<file path="src/rtl/sram_arb_pkg.sv">
// Shared types for the SRAM access arbiter.
// State encoding and requester port ids.
package sram_arb_pkg;

  typedef enum logic [1:0] {
    ARB_IDLE,
    ARB_ACCESS,
    ARB_DONE
  } arb_state_t;

  localparam logic PORT_CPU = 1'b0;
  localparam logic PORT_DMA = 1'b1;

endpackage

</file>
<file path="src/rtl/sram_access_arbiter_if.sv">
// Requester handshakes and SRAM pins of the arbiter.
// slave = arbiter side, master = requesters plus SRAM data return.
interface sram_access_arbiter_if #(
  parameter int ADDR_W = 20,
  parameter int DATA_W = 16
);

  logic              Req0;
  logic              Req1;
  logic              We0;
  logic              We1;
  logic [ADDR_W-1:0] Addr0;
  logic [ADDR_W-1:0] Addr1;
  logic [DATA_W-1:0] WData0;
  logic [DATA_W-1:0] WData1;
  logic              Ack0;
  logic              Ack1;
  logic [DATA_W-1:0] RData;
  logic              Mem_CE;
  logic              Mem_OE;
  logic              Mem_WE;
  logic              Mem_UB;
  logic              Mem_LB;
  logic [ADDR_W-1:0] Mem_ADDR;
  logic [DATA_W-1:0] Mem_DOut;
  logic              Mem_DOE;
  logic [DATA_W-1:0] Mem_DIn;

  modport slave (
    input  Req0, Req1, We0, We1,
    input  Addr0, Addr1, WData0, WData1,
    input  Mem_DIn,
    output Ack0, Ack1, RData,
    output Mem_CE, Mem_OE, Mem_WE,
    output Mem_UB, Mem_LB,
    output Mem_ADDR, Mem_DOut, Mem_DOE
  );

  modport master (
    output Req0, Req1, We0, We1,
    output Addr0, Addr1, WData0, WData1,
    output Mem_DIn,
    input  Ack0, Ack1, RData,
    input  Mem_CE, Mem_OE, Mem_WE,
    input  Mem_UB, Mem_LB,
    input  Mem_ADDR, Mem_DOut, Mem_DOE
  );

endinterface

</file>
<file path="src/rtl/sram_access_arbiter.sv">
// Round-robin arbiter sharing one async SRAM between CPU and DMA.
// Each access holds the strobes for WAIT_CYCLES, then pulses Ack.
module sram_access_arbiter
  import sram_arb_pkg::*;
#(
  parameter int ADDR_W      = 20,
  parameter int DATA_W      = 16,
  parameter int WAIT_CYCLES = 3
) (
  input logic                 Clk,
  input logic                 Reset_n,
  sram_access_arbiter_if.slave bus
);

  localparam int CNT_W = $clog2(WAIT_CYCLES + 1);

  arb_state_t        state_q, state_d;
  logic [CNT_W-1:0]  cnt_q, cnt_d;
  logic              last_q, last_d;
  logic              wr_q, wr_d;
  logic [ADDR_W-1:0] addr_q, addr_d;
  logic [DATA_W-1:0] dout_q, dout_d;
  logic [DATA_W-1:0] rdata_q, rdata_d;
  logic              pick;

  // Contention goes to the port that did not win last time.
  always_comb begin
    pick = PORT_CPU;
    unique case (1'b1)
      (bus.Req0 && bus.Req1): pick = ~last_q;
      (bus.Req1 && !bus.Req0): pick = PORT_DMA;
      default: pick = PORT_CPU;
    endcase
  end

  always_comb begin
    state_d = state_q;
    cnt_d   = cnt_q;
    last_d  = last_q;
    wr_d    = wr_q;
    addr_d  = addr_q;
    dout_d  = dout_q;
    rdata_d = rdata_q;
    unique case (state_q)
      ARB_IDLE: begin
        if (bus.Req0 || bus.Req1) begin
          state_d = ARB_ACCESS;
          cnt_d   = CNT_W'(WAIT_CYCLES - 1);
          last_d  = pick;
          wr_d    = pick ? bus.We1 : bus.We0;
          addr_d  = pick ? bus.Addr1 : bus.Addr0;
          dout_d  = pick ? bus.WData1 : bus.WData0;
        end
      end
      ARB_ACCESS: begin
        if (cnt_q == '0) begin
          state_d = ARB_DONE;
          if (!wr_q) rdata_d = bus.Mem_DIn;
        end else begin
          cnt_d = cnt_q - CNT_W'(1);
        end
      end
      ARB_DONE: state_d = ARB_IDLE;
      default:  state_d = ARB_IDLE;
    endcase
  end

  always_ff @(posedge Clk or negedge Reset_n) begin
    if (!Reset_n) begin
      state_q <= ARB_IDLE;
      cnt_q   <= '0;
      last_q  <= PORT_DMA;
      wr_q    <= 1'b0;
      addr_q  <= '0;
      dout_q  <= '0;
      rdata_q <= '0;
    end else begin
      state_q <= state_d;
      cnt_q   <= cnt_d;
      last_q  <= last_d;
      wr_q    <= wr_d;
      addr_q  <= addr_d;
      dout_q  <= dout_d;
      rdata_q <= rdata_d;
    end
  end

  logic in_acc;
  logic in_done;

  // Strobes decode from registered state only, so they cannot glitch.
  assign in_acc  = (state_q == ARB_ACCESS);
  assign in_done = (state_q == ARB_DONE);

  assign bus.Mem_CE   = ~in_acc;
  assign bus.Mem_UB   = ~in_acc;
  assign bus.Mem_LB   = ~in_acc;
  assign bus.Mem_OE   = ~(in_acc && !wr_q);
  assign bus.Mem_WE   = ~(in_acc && wr_q);
  assign bus.Mem_DOE  = in_acc && wr_q;
  assign bus.Mem_ADDR = addr_q;
  assign bus.Mem_DOut = dout_q;
  assign bus.RData    = rdata_q;
  assign bus.Ack0     = in_done && (last_q == PORT_CPU);
  assign bus.Ack1     = in_done && (last_q == PORT_DMA);

endmodule

</file>
<file path="src/flat_wrapper.sv">
// flat-port wrapper written by rule: the top's interface ports become plain ports
module sram_access_arbiter_flat import sram_arb_pkg::*;
#(
  parameter int ADDR_W      = 20,
  parameter int DATA_W      = 16,
  parameter int WAIT_CYCLES = 3
)
  (Clk, Reset_n, bus_Req0, bus_Req1, bus_We0, bus_We1, bus_Addr0, bus_Addr1, bus_WData0, bus_WData1, bus_Mem_DIn, bus_Ack0, bus_Ack1, bus_RData, bus_Mem_CE, bus_Mem_OE, bus_Mem_WE, bus_Mem_UB, bus_Mem_LB, bus_Mem_ADDR, bus_Mem_DOut, bus_Mem_DOE);
  sram_access_arbiter_if #(.ADDR_W(ADDR_W), .DATA_W(DATA_W)) bus_i ();
  input logic Clk;
  input logic Reset_n;
  input wire logic [$bits(bus_i.Req0)-1:0] bus_Req0;
  input wire logic [$bits(bus_i.Req1)-1:0] bus_Req1;
  input wire logic [$bits(bus_i.We0)-1:0] bus_We0;
  input wire logic [$bits(bus_i.We1)-1:0] bus_We1;
  input wire logic [$bits(bus_i.Addr0)-1:0] bus_Addr0;
  input wire logic [$bits(bus_i.Addr1)-1:0] bus_Addr1;
  input wire logic [$bits(bus_i.WData0)-1:0] bus_WData0;
  input wire logic [$bits(bus_i.WData1)-1:0] bus_WData1;
  input wire logic [$bits(bus_i.Mem_DIn)-1:0] bus_Mem_DIn;
  output wire logic [$bits(bus_i.Ack0)-1:0] bus_Ack0;
  output wire logic [$bits(bus_i.Ack1)-1:0] bus_Ack1;
  output wire logic [$bits(bus_i.RData)-1:0] bus_RData;
  output wire logic [$bits(bus_i.Mem_CE)-1:0] bus_Mem_CE;
  output wire logic [$bits(bus_i.Mem_OE)-1:0] bus_Mem_OE;
  output wire logic [$bits(bus_i.Mem_WE)-1:0] bus_Mem_WE;
  output wire logic [$bits(bus_i.Mem_UB)-1:0] bus_Mem_UB;
  output wire logic [$bits(bus_i.Mem_LB)-1:0] bus_Mem_LB;
  output wire logic [$bits(bus_i.Mem_ADDR)-1:0] bus_Mem_ADDR;
  output wire logic [$bits(bus_i.Mem_DOut)-1:0] bus_Mem_DOut;
  output wire logic [$bits(bus_i.Mem_DOE)-1:0] bus_Mem_DOE;
  assign bus_i.Req0 = bus_Req0;
  assign bus_i.Req1 = bus_Req1;
  assign bus_i.We0 = bus_We0;
  assign bus_i.We1 = bus_We1;
  assign bus_i.Addr0 = bus_Addr0;
  assign bus_i.Addr1 = bus_Addr1;
  assign bus_i.WData0 = bus_WData0;
  assign bus_i.WData1 = bus_WData1;
  assign bus_i.Mem_DIn = bus_Mem_DIn;
  assign bus_Ack0 = bus_i.Ack0;
  assign bus_Ack1 = bus_i.Ack1;
  assign bus_RData = bus_i.RData;
  assign bus_Mem_CE = bus_i.Mem_CE;
  assign bus_Mem_OE = bus_i.Mem_OE;
  assign bus_Mem_WE = bus_i.Mem_WE;
  assign bus_Mem_UB = bus_i.Mem_UB;
  assign bus_Mem_LB = bus_i.Mem_LB;
  assign bus_Mem_ADDR = bus_i.Mem_ADDR;
  assign bus_Mem_DOut = bus_i.Mem_DOut;
  assign bus_Mem_DOE = bus_i.Mem_DOE;
  sram_access_arbiter #(.ADDR_W(ADDR_W), .DATA_W(DATA_W), .WAIT_CYCLES(WAIT_CYCLES)) u_core (.Clk(Clk), .Reset_n(Reset_n), .bus(bus_i));
endmodule
</file>
<file path="config.mk">
export PLATFORM = sky130hd
export DESIGN_NAME = sram_access_arbiter_flat
export DESIGN_NICKNAME = d
export VERILOG_FILES = /design/src/rtl/sram_arb_pkg.sv /design/src/rtl/sram_access_arbiter_if.sv /design/src/rtl/sram_access_arbiter.sv /design/src/flat_wrapper.sv
export SDC_FILE = /design/constraint.sdc
export NUM_CORES = 1
export LEC_CHECK = 0
export BUFFER_PORTS_ARGS = -buffer_cell sky130_fd_sc_hd__buf_2
export CAP_MARGIN = 15
export CORE_MARGIN = 1.5
export CORE_UTILIZATION = 40
export CTS_BUF_LIST = sky130_fd_sc_hd__clkbuf_8
export DETAILED_ROUTE_END_ITERATION = 6
export PLACE_DENSITY = 0.73
export SLEW_MARGIN = 40
export SYNTH_ARGS = -nofsm -noshare
export SYNTH_HDL_FRONTEND = slang
export SYNTH_SLANG_ARGS = --single-unit
export TNS_END_PERCENT = 100
</file>
<file path="constraint.sdc">
create_clock -name Clk -period 4.6 [get_ports Clk]
set_input_delay 0.92 -clock Clk [delete_from_list [all_inputs] [get_ports Clk]]
set_output_delay 0.92 -clock Clk [all_outputs]
set_load 0.005 [all_outputs]
</file>
---- After elaboration in Yosys (flattened, before gate mapping) ----
Index checks and enable logic that the tools add are counted.
storage, ports and cells
  bits in registers ....................... 58
  input bits .............................. 94
  output and inout bits ................... 60
  word-level logic and storage cells ...... 44
operators by class
  $add $sub $neg .......................... 1
  equal/unequal tests ..................... 5
  muxes and demuxes ....................... 10
  bitwise logic cells ..................... 5
  reduce and logical (&&, ||, !) cells .... 16
operators by type and width
  operator                                                                  number
  20-bit two-way mux                                                        1
  16-bit two-way mux                                                        1
  2-bit two-way mux                                                         4
  2-bit case mux with 2 select lines                                        2
  1-bit logical AND                                                         6
  3-bit AND reduction                                                       2
  1-bit NOT                                                                 5
  2-bit zero test                                                           2
  2-bit inequality test (second input constant)                             2
  2-bit AND reduction                                                       2
  2-bit by 1-bit == test with 1-bit output (second input constant)          1
  2-bit == test (second input constant)                                     1
  1-bit zero test                                                           2
  2-bit by 1-bit inequality test with 1-bit output (second input constant)  1
  1-bit case mux with 2 select lines                                        1
  2-bit nonzero test                                                        1
  2-bit by 1-bit subtractor with 2-bit output (second input constant)       1
  1-bit logical OR                                                          1
  1-bit two-way mux                                                         1

---- Longest topological paths before layout ----
Gate-level depths: netlist of run 1.
  word-level depth ........................ 4
  gate-level depth with buffers ........... 5
  depth with buffers taken out ............ 5

---- Worst setup path before layout of run 1 ----
OpenSTA, ideal clock, no wires.
  path type ............................... input to register
  start point ............................. in bus_Req1
  end point ............................... reg u_core.dout_q[0] (netlist: u_core.bus.Mem_DOut[0])
  library setup time ...................... 0.125 ns
  data arrival time ....................... 1.939 ns
  data required time ...................... 4.475 ns
  setup slack ............................. 2.536 ns
  cell stages on the path ................. 5
  path through ............................ a21bo_2 -> buf_6 -> buf_6 -> mux2_2 -> mux2_2
on the way
  cells in the longest elaborated chain, start to end .. 3
RTL lines
  what                                         line                                                  RTL
  start: declaration                           flat_wrapper.sv:13                                    input wire logic [$bits(bus_i.Req1)-1:0] bus_Req1;
  1-bit logical AND, on equally long branches  sram_access_arbiter.sv:31, sram_access_arbiter.sv:30
  1-bit case mux with 2 select lines           sram_access_arbiter.sv:29                             unique case (1'b1)
  16-bit two-way mux                           sram_access_arbiter.sv:52                             dout_d = pick ? bus.WData1 : bus.WData0;
  end signal: assignment                       sram_access_arbiter.sv:83                             dout_q <= dout_d;
  end: declaration                             sram_access_arbiter.sv:22                             logic [DATA_W-1:0] dout_q, dout_d;
Parallel ways exist; a longest one is shown, timed or not.
A chain may end at the register's enable or synchronous reset.

---- Worst setup path after layout of run 1 ----
  start point ............................. reg u_core.state_q[1]
  end point ............................... out bus_Mem_OE
on the way
  cells in the longest elaborated chain, start to end .. 3
RTL lines
  what                                      line                       RTL
  start: declaration                        sram_access_arbiter.sv:17  arb_state_t state_q, state_d;
  start signal: assignment                  sram_access_arbiter.sv:78  state_q <= state_d;
  2-bit by 1-bit == test with 1-bit output  sram_access_arbiter.sv:92  assign in_acc = (state_q == ARB_ACCESS);
  1-bit logical AND                         sram_access_arbiter.sv:98  assign bus.Mem_OE = ~(in_acc && !wr_q);
  1-bit NOT                                 sram_access_arbiter.sv:98
  end: declaration                          flat_wrapper.sv:25         output wire logic [$bits(bus_i.Mem_OE)-1:0] bus_Mem_OE;
Every way passes these cells.

==> results.yml, run 1 <==
die:
  die_w_um: 85.92
  ios: 154
  die_h_um: 85.92
  dieArea_sq_um: 7381
  start_util_pct: 40.93
  rows: 30
  fp.coreArea_sq_um: 6719
cells_and_area:
  syn_to_final_growth_pct: 35.81
  drive_above_1_share_pct: 78.01
  num-nets-final: 432
  fill_cells: 580
  diodes: 0
power_and_ir_drop:
  power.total_mw: 2.282
  leakagePower_nw: 1.872
  ir_drop_mv: 0.2410
  p_per_area_nw_per_um2: 610.9
sta:
  period_needed_ns: 2.293
  rsz0062_at_grt: "no"
  clock_skew_ns: 0.006414
  setup_viol_count_final: 0
  max-slew-margin-rel_pct: 51.44
  setup_tns_ns: 0
  tightest_slew_ns: 0.7285
  holdWs_ns: 0.4675
  finalCritPeriodShare_pct: 49.85
  fmax_mhz: 436.1
  maxSlewViolCount: 0
  hold_viol_final: 0
synth:
  syn_area_per_cell_sq_um: 15.19
  yosysUniqueCellTypes: 24
  yosys_warnings: 0
  seq_area_frac_synth_pct: 52.82
  synth_seq_cells: 58
  synth_area_sq_um: 2750
  synth_cells: 181
  synth_nets: 276
detailed_routing:
  wire_per_inst_um: 13.16
  drtPass1Iterations: 3
  drtIter0Drc: 15
  drc: 0
  ant_nets: 0
  vias_per_cell: 4.729
  vias: 1991
  totalWireLength_um: 5542
critical_path:
  worst_path_largest_cell_delay_ns: 0.43
  crit_type: "reg -> out"
  crit_arrival_ns: 1.37
  startpoint_type: "flop"
  r2r_slack_ns: 2.70
  crit_fanout: 6
  critPathRequiredTime_ns: 3.68
  worstPathCellList: "and2b_1 -> or2b_1 -> buf_2"
  critPathLaunch: "u_core.state_q[1]"
  path_buf_inv: 1
  end_kind: "primary output"
  r2r-start: "u_core.state_q[1]"
  slowest_stage: "dfrtp_1"
  crit_family: "simple AND/OR/NAND/NOR gates"
clocking:
  cts_hold_buffers: 0
  numCtsBuffers: 9
  clock_path_buffers: 2
  clock_tree.root_cell: "clkbuf_8"
  htreeDepth: 3
  cts_setup_buffers: 0
  clkLatencyLatePin_ns: 0.31
  clk_pin_slew_ns: 0.06
  cts_tree: "done"
  cts_resized: 0
  cts_sinks: 58
global_routing:
  use_met2_pct: 27.99
  grt_busiest_layer: "met2"
  grt_pass1_wl_um: 8949
  antenna_found_initial: 0
  use_met3_pct: 3.465
  gr-total-overflow: 0
  grt_usage_pct: 15.54
  met1_usage_pct: 17.88
  grt_start_max_net_pins: 59
  grt_pass1_vias: 2054
hold_path:
  hp-start: "u_core.cnt_q[0]"
  hold_class: "reg -> reg"
placement:
  port_buffers: 153
  place_congestion: 0.6894
  dp_hpwl_um: 4084
outcome:
  outcome: "finished clean"
job:
  maxCapViolations: 0
-- stage by stage --
| stage | std cells | instance area [sq um] | worst slack [ns] | util, % |
|---|---|---|---|---|
| CTS | 421 | 3735 | 2.266 | 55.59 |
| detailed placement | 406 | 3565 | 2.237 | 53.05 |
| global placement | 405 | 3547 | 1.976 | 52.79 |
| floorplan | 181 | 2750 | 2.536 | - |
| global route | 421 | 3735 | 2.216 | 55.59 |
| finish | 421 | 3735 | 2.307 | 55.59 |
-- state kept, by name, indices dropped and copies added (netlist names) --
signal               cells
u_core.bus.Mem_ADDR     20
u_core.bus.Mem_DOut     16
u_core.state_q           2
u_core.wr_q              1
u_core.cnt_q             2
u_core.bus.RData        16
u_core.last_q            1
-- Yosys cell counts --
master / n / share of area (%)
nor2_1: 2 / 0.27
mux2i_1: 2 / 0.73
buf_6: 3 / 1.2
buf_4: 2 / 0.55
nor3b_4: 1 / 0.68
mux2_4: 10 / 5.5
nor3_1: 1 / 0.18
or2b_1: 1 / 0.27
a21bo_2: 1 / 0.36
buf_8: 1 / 0.55
inv_2: 1 / 0.14
and2b_1: 1 / 0.27
a2bb2oi_1: 1 / 0.32
or3b_2: 1 / 0.32
dfrtp_1: 57 / 52
nor3b_1: 2 / 0.55
inv_1: 4 / 0.55
mux2_2: 80 / 33
and2_1: 1 / 0.23
ha_1: 1 / 0.45
o31ai_1: 1 / 0.27
dfstp_2: 1 / 0.96
buf_2: 5 / 0.91
nand2_1: 1 / 0.14
-- routing by layer --
layer	wire length, um	part of all wire, %
met1	2306	42
met2	2781	50
met3	369	6.7
met4	85	1.5
met5	0	0
-- layout make-up --
| class | instances | area [sq um] | area share, % |
|---|---|---|---|
| Multi-Input combinational cell | 107 | 1201 | 32.16 |
| Sequential cell | 58 | 1453 | 38.89 |
| Clock buffer | 11 | 151.4 | 4.054 |
| Tap cell | 80 | 100.1 | 2.680 |
| Timing Repair Buffer | 156 | 792.0 | 21.21 |
| Clock inverter | 4 | 18.77 | 0.5025 |
| Inverter | 5 | 18.77 | 0.5025 |
-- logic make-up (layout without fill, tap and decap cells) --
family	count (synthesis)	in the layout	synth area share (%)
mux	92	92	38.94
flops	58	58	52.82
fa+ha+maj	1	1	0.4549
compound gates	3	3	0.9556
buf+inv	16	176	3.912
simple gates	11	11	2.912
-- path summary, 6_finish.rpt --
path                                           end  cells past startpoint
setup reg to reg              u_core.bus.RData[12]                      5
hold / removal                     u_core.cnt_q[0]                      1
max in group asynchronous     u_core.bus.RData[11]                      2
hold reg to reg                    u_core.cnt_q[0]                      1
setup / recovery                        bus_Mem_OE                      3
min in group asynchronous  u_core.bus.Mem_DOut[11]                      2
-- cell usage in the layout (no fill, tap or decap), drive strengths merged --
cell / n
a2bb2oi: 1
dfrtp: 57
clkbuf: 11
mux2i: 2
inv: 6
nor3: 1
nor3b: 3
clkinv: 3
a21bo: 1
and2b: 1
nand2: 1
and2: 1
buf: 156
or2b: 1
nor2: 2
o31ai: 1
ha: 1
mux2: 90
or3b: 1
dfstp: 1
-- report_power, final --
part	switching [mW]	internal (mW)	leakage [nW]
logic	0.368	0.599	1.09
clock network	0.181	0.217	0.0961
registers	0.139	0.778	0.683
total	0.688	1.59	1.87
(Power assumes the default switching activity.)
==> run 2: changes to the inputs <==
clock period = 2.3 ns   (was 4.6 ns; I/O delays follow)
==> run 2 against run 1 <==
Effect of this change: power grew 120%; sequential power grew 100%; sequential cell count unchanged; register-to-register slack worse by 2.3 ns; first-iteration DRC count increased by 150%; largest power group unchanged; hold slack worse by 0.099 ns; clock power rose to 2.8 times the previous value; final cell count rose by 0.95%; global-route usage up 0.68 points; worst setup slack got worse by 1.9 ns; critical path depth rose by 1.
==> results.yml, run 2 (synthesized netlist as in run 1, its figures left out) <==
clocking:
  cts_sinks: 58
  clk_pin_slew_ns: 0.07
  cts_tree: "done"
  htreeDepth: 3
  clock_tree.root_cell: "clkbuf_8"
  cts_setup_buffers: 0
  clock_path_buffers: 2
  numCtsBuffers: 9
  cts_hold_buffers: 1
  cts_resized: 0
  clkLatencyLatePin_ns: 0.32
detailed_routing:
  totalWireLength_um: 5741
  ant_nets: 0
  drc: 0
  drtIter0Drc: 37
  vias_per_cell: 4.741
  drtPass1Iterations: 4
  wire_per_inst_um: 13.51
  vias: 2015
global_routing:
  gr-total-overflow: 0
  grt_pass1_vias: 2053
  grt_start_max_net_pins: 39
  grt_usage_pct: 16.22
  antenna_found_initial: 0
  grt_pass1_wl_um: 9266
cells_and_area:
  syn_to_final_growth_pct: 39.85
  multi_input_area_sq_um: 1195
  layout_commonest_cell: "buf_2"
  fill_cells: 572
  num-nets-final: 435
  final_cell_count_no_fill: 425
  largest_reg_flops: 20
  mostFrequentLayoutCells: "buf_2, mux2_2, dfrtp_1, mux2_4, clkbuf_8"
  diodes: 0
  drive_above_1_share_pct: 78.26
  register_area_sq_um: 1453
  finalCoreUtilization_pct: 57.24
placement:
  port_buffers: 153
  place_congestion: 0.7242
  dp_hpwl_um: 4327
  dp_cells: 408
power_and_ir_drop:
  leakagePower_nw: 1.907
  p_per_area_nw_per_um2: 1283
  ir_drop_mv: 0.5295
critical_path:
  slowest_stage: "dfstp_2"
  crit_arrival_ns: 2.08
  startpoint_type: "flop"
  critPathRequiredTime_ns: 2.50
  crit_top_cell: "mux2_2"
  crit_fanout: 27
  crit_type: "reg -> reg"
  worstPathCellList: "a21bo_2 -> buf_12 -> mux2_2 -> mux2_2"
  worst_path_largest_cell_delay_ns: 0.55
  end_kind: "flop"
die:
  die_h_um: 85.92
  fp.coreArea_sq_um: 6719
  dieArea_sq_um: 7381
  ios: 154
  die_w_um: 85.92
  rows: 30
  start_util_pct: 40.93
sta:
  tightest_slew_ns: 0.4218
  fmax_mhz: 532.1
  hold_viol_final: 0
  maxSlewViolCount: 0
  finalCritPeriodShare_pct: 81.70
  setup_viol_count_final: 0
  clock_skew_ns: 0.009113
  setup_tns_ns: 0
  max-slew-margin-rel_pct: 71.64
  period_needed_ns: 1.879
  rsz0062_at_grt: "no"
outcome:
  outcome: "finished clean"
hold_path:
  hold_class: "in -> reg"
job:
  maxCapViolations: 0
[run 2: cell types whose count changed in the layout (fill, tap and decap cells not counted), sizes merged]
cell | previous run | this run
buf | 156 | 158
bufinv | 0 | 3
clkbuf | 11 | 9
clkinv | 3 | 1
clkinvlp | 0 | 3
dlygate4sd3 | 0 | 1
inv | 6 | 5
[run 2: critical path, delay by kind of cell (launching register included)]
family / cells / cell delay (ns)
multiplexers: 2 / 0.62
flip-flops: 1 / 0.55
AO/OA/AOI/OAI: 1 / 0.34
buffers and inverters: 1 / 0.23
[run 2: per-stage QoR]
step	cell area, sq um	worst slack, ns	hold slack [ns]	power (mW)
floorplan	2750	0.6503	0.1644	3.065
finish	3846	0.4208	0.3688	4.936
CTS	3846	0.4056	0.3516	5.021
detailed placement	3595	0.3492	0.3502	3.871
global placement	3595	0.3938	0.3523	3.803
global route	3846	0.3413	0.3552	5.287
[run 2: report_power, final]
part | switching, mW | internal, mW | leakage [nW]
Combinational | 0.754 | 1.23 | 1.11
Sequential | 0.281 | 1.56 | 0.683
Clock | 0.402 | 0.717 | 0.111
Total | 1.44 | 3.50 | 1.91
[run 2: area by class of cell]
type	instances	share of cell area (%)
Multi-Input combinational cell	107	31.07
Clock inverter	7	3.058
Timing Repair Buffer	159	21.80
Inverter	5	0.4880
Clock buffer	9	3.221
Tap cell	80	2.602
Sequential cell	58	37.77
[run 2: per-layer routing]
layer | wire (um) | GRT usage, %
met5 | 0 | 0
met4 | 75 | 6.158
met3 | 405 | 4.427
met2 | 2846 | 29.35
met1 | 2414 | 18.12
[run 2: final timing paths]
check | start | to | slack, ns | cells after the start
max | u_core.last_q | u_core.bus.Mem_DOut[6] | 0.42 | 4
min | bus_Mem_DIn[3] | u_core.bus.RData[3] | 0.37 | 2
max reg2reg | u_core.last_q | u_core.bus.Mem_DOut[6] | 0.42 | 4
min reg2reg | u_core.cnt_q[0] | u_core.cnt_q[0] | 0.48 | 1
max in group asynchronous | Reset_n | u_core.bus.RData[12] | 1.11 | 3
min in group asynchronous | Reset_n | u_core.bus.Mem_DOut[11] | 0.54 | 2
==> run 3: changes to the inputs <==
PLACE_DENSITY = 0.76   (was 0.73)
clock period = 1.64 ns   (was 2.3 ns; I/O delays follow)
==> run 3 against run 2 <==
Effect of this change: the flow now finishes with violations (negative setup slack); clock skew increased by 0.0025 ns; non-clock buffer count rose by 6; final cell count grew 1.4%; count of clock-buffer cells in the layout rose by 1; core utilization grew 3.1 points.
==> results.yml, run 3 (synthesized netlist as in run 1, its figures left out) <==
outcome:
  outcome: "finished with violations"
  failed_checks: "negative setup slack"
critical_path:
  r2r_slack_ns: -0.02
  critPathLaunch: "u_core.last_q"
  worstPathCellList: "a21bo_4 -> buf_16 -> mux2_2 -> mux2_2"
  crit_fanout: 16
  crit_top_cell: "mux2_2"
  r2r_end: "u_core.bus.Mem_ADDR[11]"
  crit_type: "reg -> reg"
  r2r-start: "u_core.last_q"
  path_buf_inv: 1
  critPathRequiredTime_ns: 1.85
  crit_arrival_ns: 1.87
  worstRegToRegCells: 4
  crit_family: "multiplexers"
  slowest_stage: "dfstp_2"
  startpoint_type: "flop"
  worst_path_largest_cell_delay_ns: 0.55
  end_kind: "flop"
sta:
  fmax_mhz: 603.0
  hold_viol_final: 0
  setup_tns_ns: -0.08883
  setup_viol_count_final: 10
  clock_skew_ns: 0.01162
  rsz0062_at_grt: "yes"
  maxSlewViolCount: 0
  period_needed_ns: 1.658
  fin_ws_ns: -0.01834
  max-slew-margin-rel_pct: 70.66
  tightest_slew_ns: 0.4401
  finalCritPeriodShare_pct: 101.1
hold_path:
  hold_path_depth: 2
  hold_end: "u_core.bus.RData[13]"
  hold_class: "in -> reg"
  hp-start: "bus_Mem_DIn[13]"
die:
  start_util_pct: 40.93
  die_h_um: 85.92
  rows: 30
  ios: 154
  dieArea_sq_um: 7381
  fp.coreArea_sq_um: 6719
  die_w_um: 85.92
power_and_ir_drop:
  p_per_area_nw_per_um2: 1718
  clock_power_share_pct: 18.3
  internal-power_mw: 4.894
  p_sw_mw: 2.076
  ir_drop_mv: 0.9057
  p_sw_share_pct: 29.79
  combPwrFrac_pct: 45.0
  leakagePower_nw: 2.105
  power_frac_seq_pct: 36.6
clocking:
  clkLatencyLatePin_ns: 0.32
  numCtsBuffers: 9
  clock_tree.root_cell: "clkbuf_8"
  htreeDepth: 3
  cts_sinks: 58
  cts_tree: "done"
  clk_pin_slew_ns: 0.07
  clock_path_buffers: 2
cells_and_area:
  fill_cells: 536
  register_area_sq_um: 1453
  largest_reg_flops: 20
  mostFrequentLayoutCells: "buf_2, dfrtp_1, mux2_2, mux2_4, clkbuf_8"
  final_cell_area_sq_um: 4056
  multi_input_area_sq_um: 1331
  drive_above_1_share_pct: 78.92
  diodes: 0
  final_cell_count_no_fill: 431
  num-nets-final: 441
  finalCoreUtilization_pct: 60.37
  layout_commonest_cell: "buf_2"
  syn_to_final_growth_pct: 47.50
detailed_routing:
  vias: 2055
  totalWireLength_um: 6134
  drtIter0Drc: 17
  wire_per_inst_um: 14.23
  vias_per_cell: 4.768
  ant_nets: 0
  drc: 0
  drtPass1Iterations: 3
placement:
  place_congestion: 0.7255
  placed_area_sq_um: 3662
  dp_cells: 412
  port_buffers: 153
  preCtsSetupSlack_ns: -0.01934
  dp_hpwl_um: 4248
global_routing:
  grt_start_max_net_pins: 30
  antenna_found_initial: 0
  gr-total-overflow: 0
  grt_usage_pct: 16.65
  grt_pass1_wl_um: 9432
  grt_pass1_vias: 2107
job:
  maxCapViolations: 0
run 3: how the worst max path moves through the flow:
stage | to | slack (ns) | cells after the start
floorplan | u_core.bus.RData[10] | -0.01 | 5
global placement | u_core.bus.Mem_ADDR[5] | 0.01 | 4
detailed placement | u_core.bus.Mem_ADDR[19] | -0.02 | 4
CTS | bus_Mem_OE | -0.003 | 3
global route | bus_Mem_OE | -0.06 | 3
finish | u_core.bus.Mem_ADDR[11] | -0.02 | 4
run 3: repair_timing:
item | in CTS | in global routing
hold endpoints to repair | 12 | 0
setup endpoints to repair | 33 | 38
setup buffers | 0 | 0
pin swaps | 1 | 1
hold buffers | 1 | 0
gates cloned | 1 | 1
gates resized for setup | 4 | 33
run 3: power by group through the flow:
stage                     clock network, mW  logic (mW)  registers [mW]
after global routing                   1.40        3.40            2.66
after floorplan                           0        1.67            2.63
after global placement                    0        2.86            2.55
after detailed placement                  0        2.92            2.56
after CTS                              1.32        2.97            2.56
final                                  1.28        3.14            2.55
run 3: area by class of cell:
| cell class | instances | area share, % |
|---|---|---|
| Multi-Input combinational cell | 107 | 32.82 |
| Sequential cell | 58 | 35.81 |
| Timing Repair Buffer | 165 | 23.63 |
| Tap cell | 80 | 2.468 |
| Clock inverter | 6 | 1.419 |
| Inverter | 5 | 0.4627 |
| Clock buffer | 10 | 3.393 |
run 3: through the flow:
step                      power [mW]  hold slack, ns
final                          6.970          0.2307
after global routing           7.458          0.2109
after CTS                      6.853          0.2146
after detailed placement       5.486          0.2964
after global placement         5.408          0.2859
after floorplan                4.298         0.03241
run 3: layer usage:
layer	vias up	global-route usage (%)	wire (um)
met4	0	7.625	62
met5	-	0	0
li1	972	-	-
met3	6	3.850	342
met1	999	18.89	2533
met2	78	29.71	3196
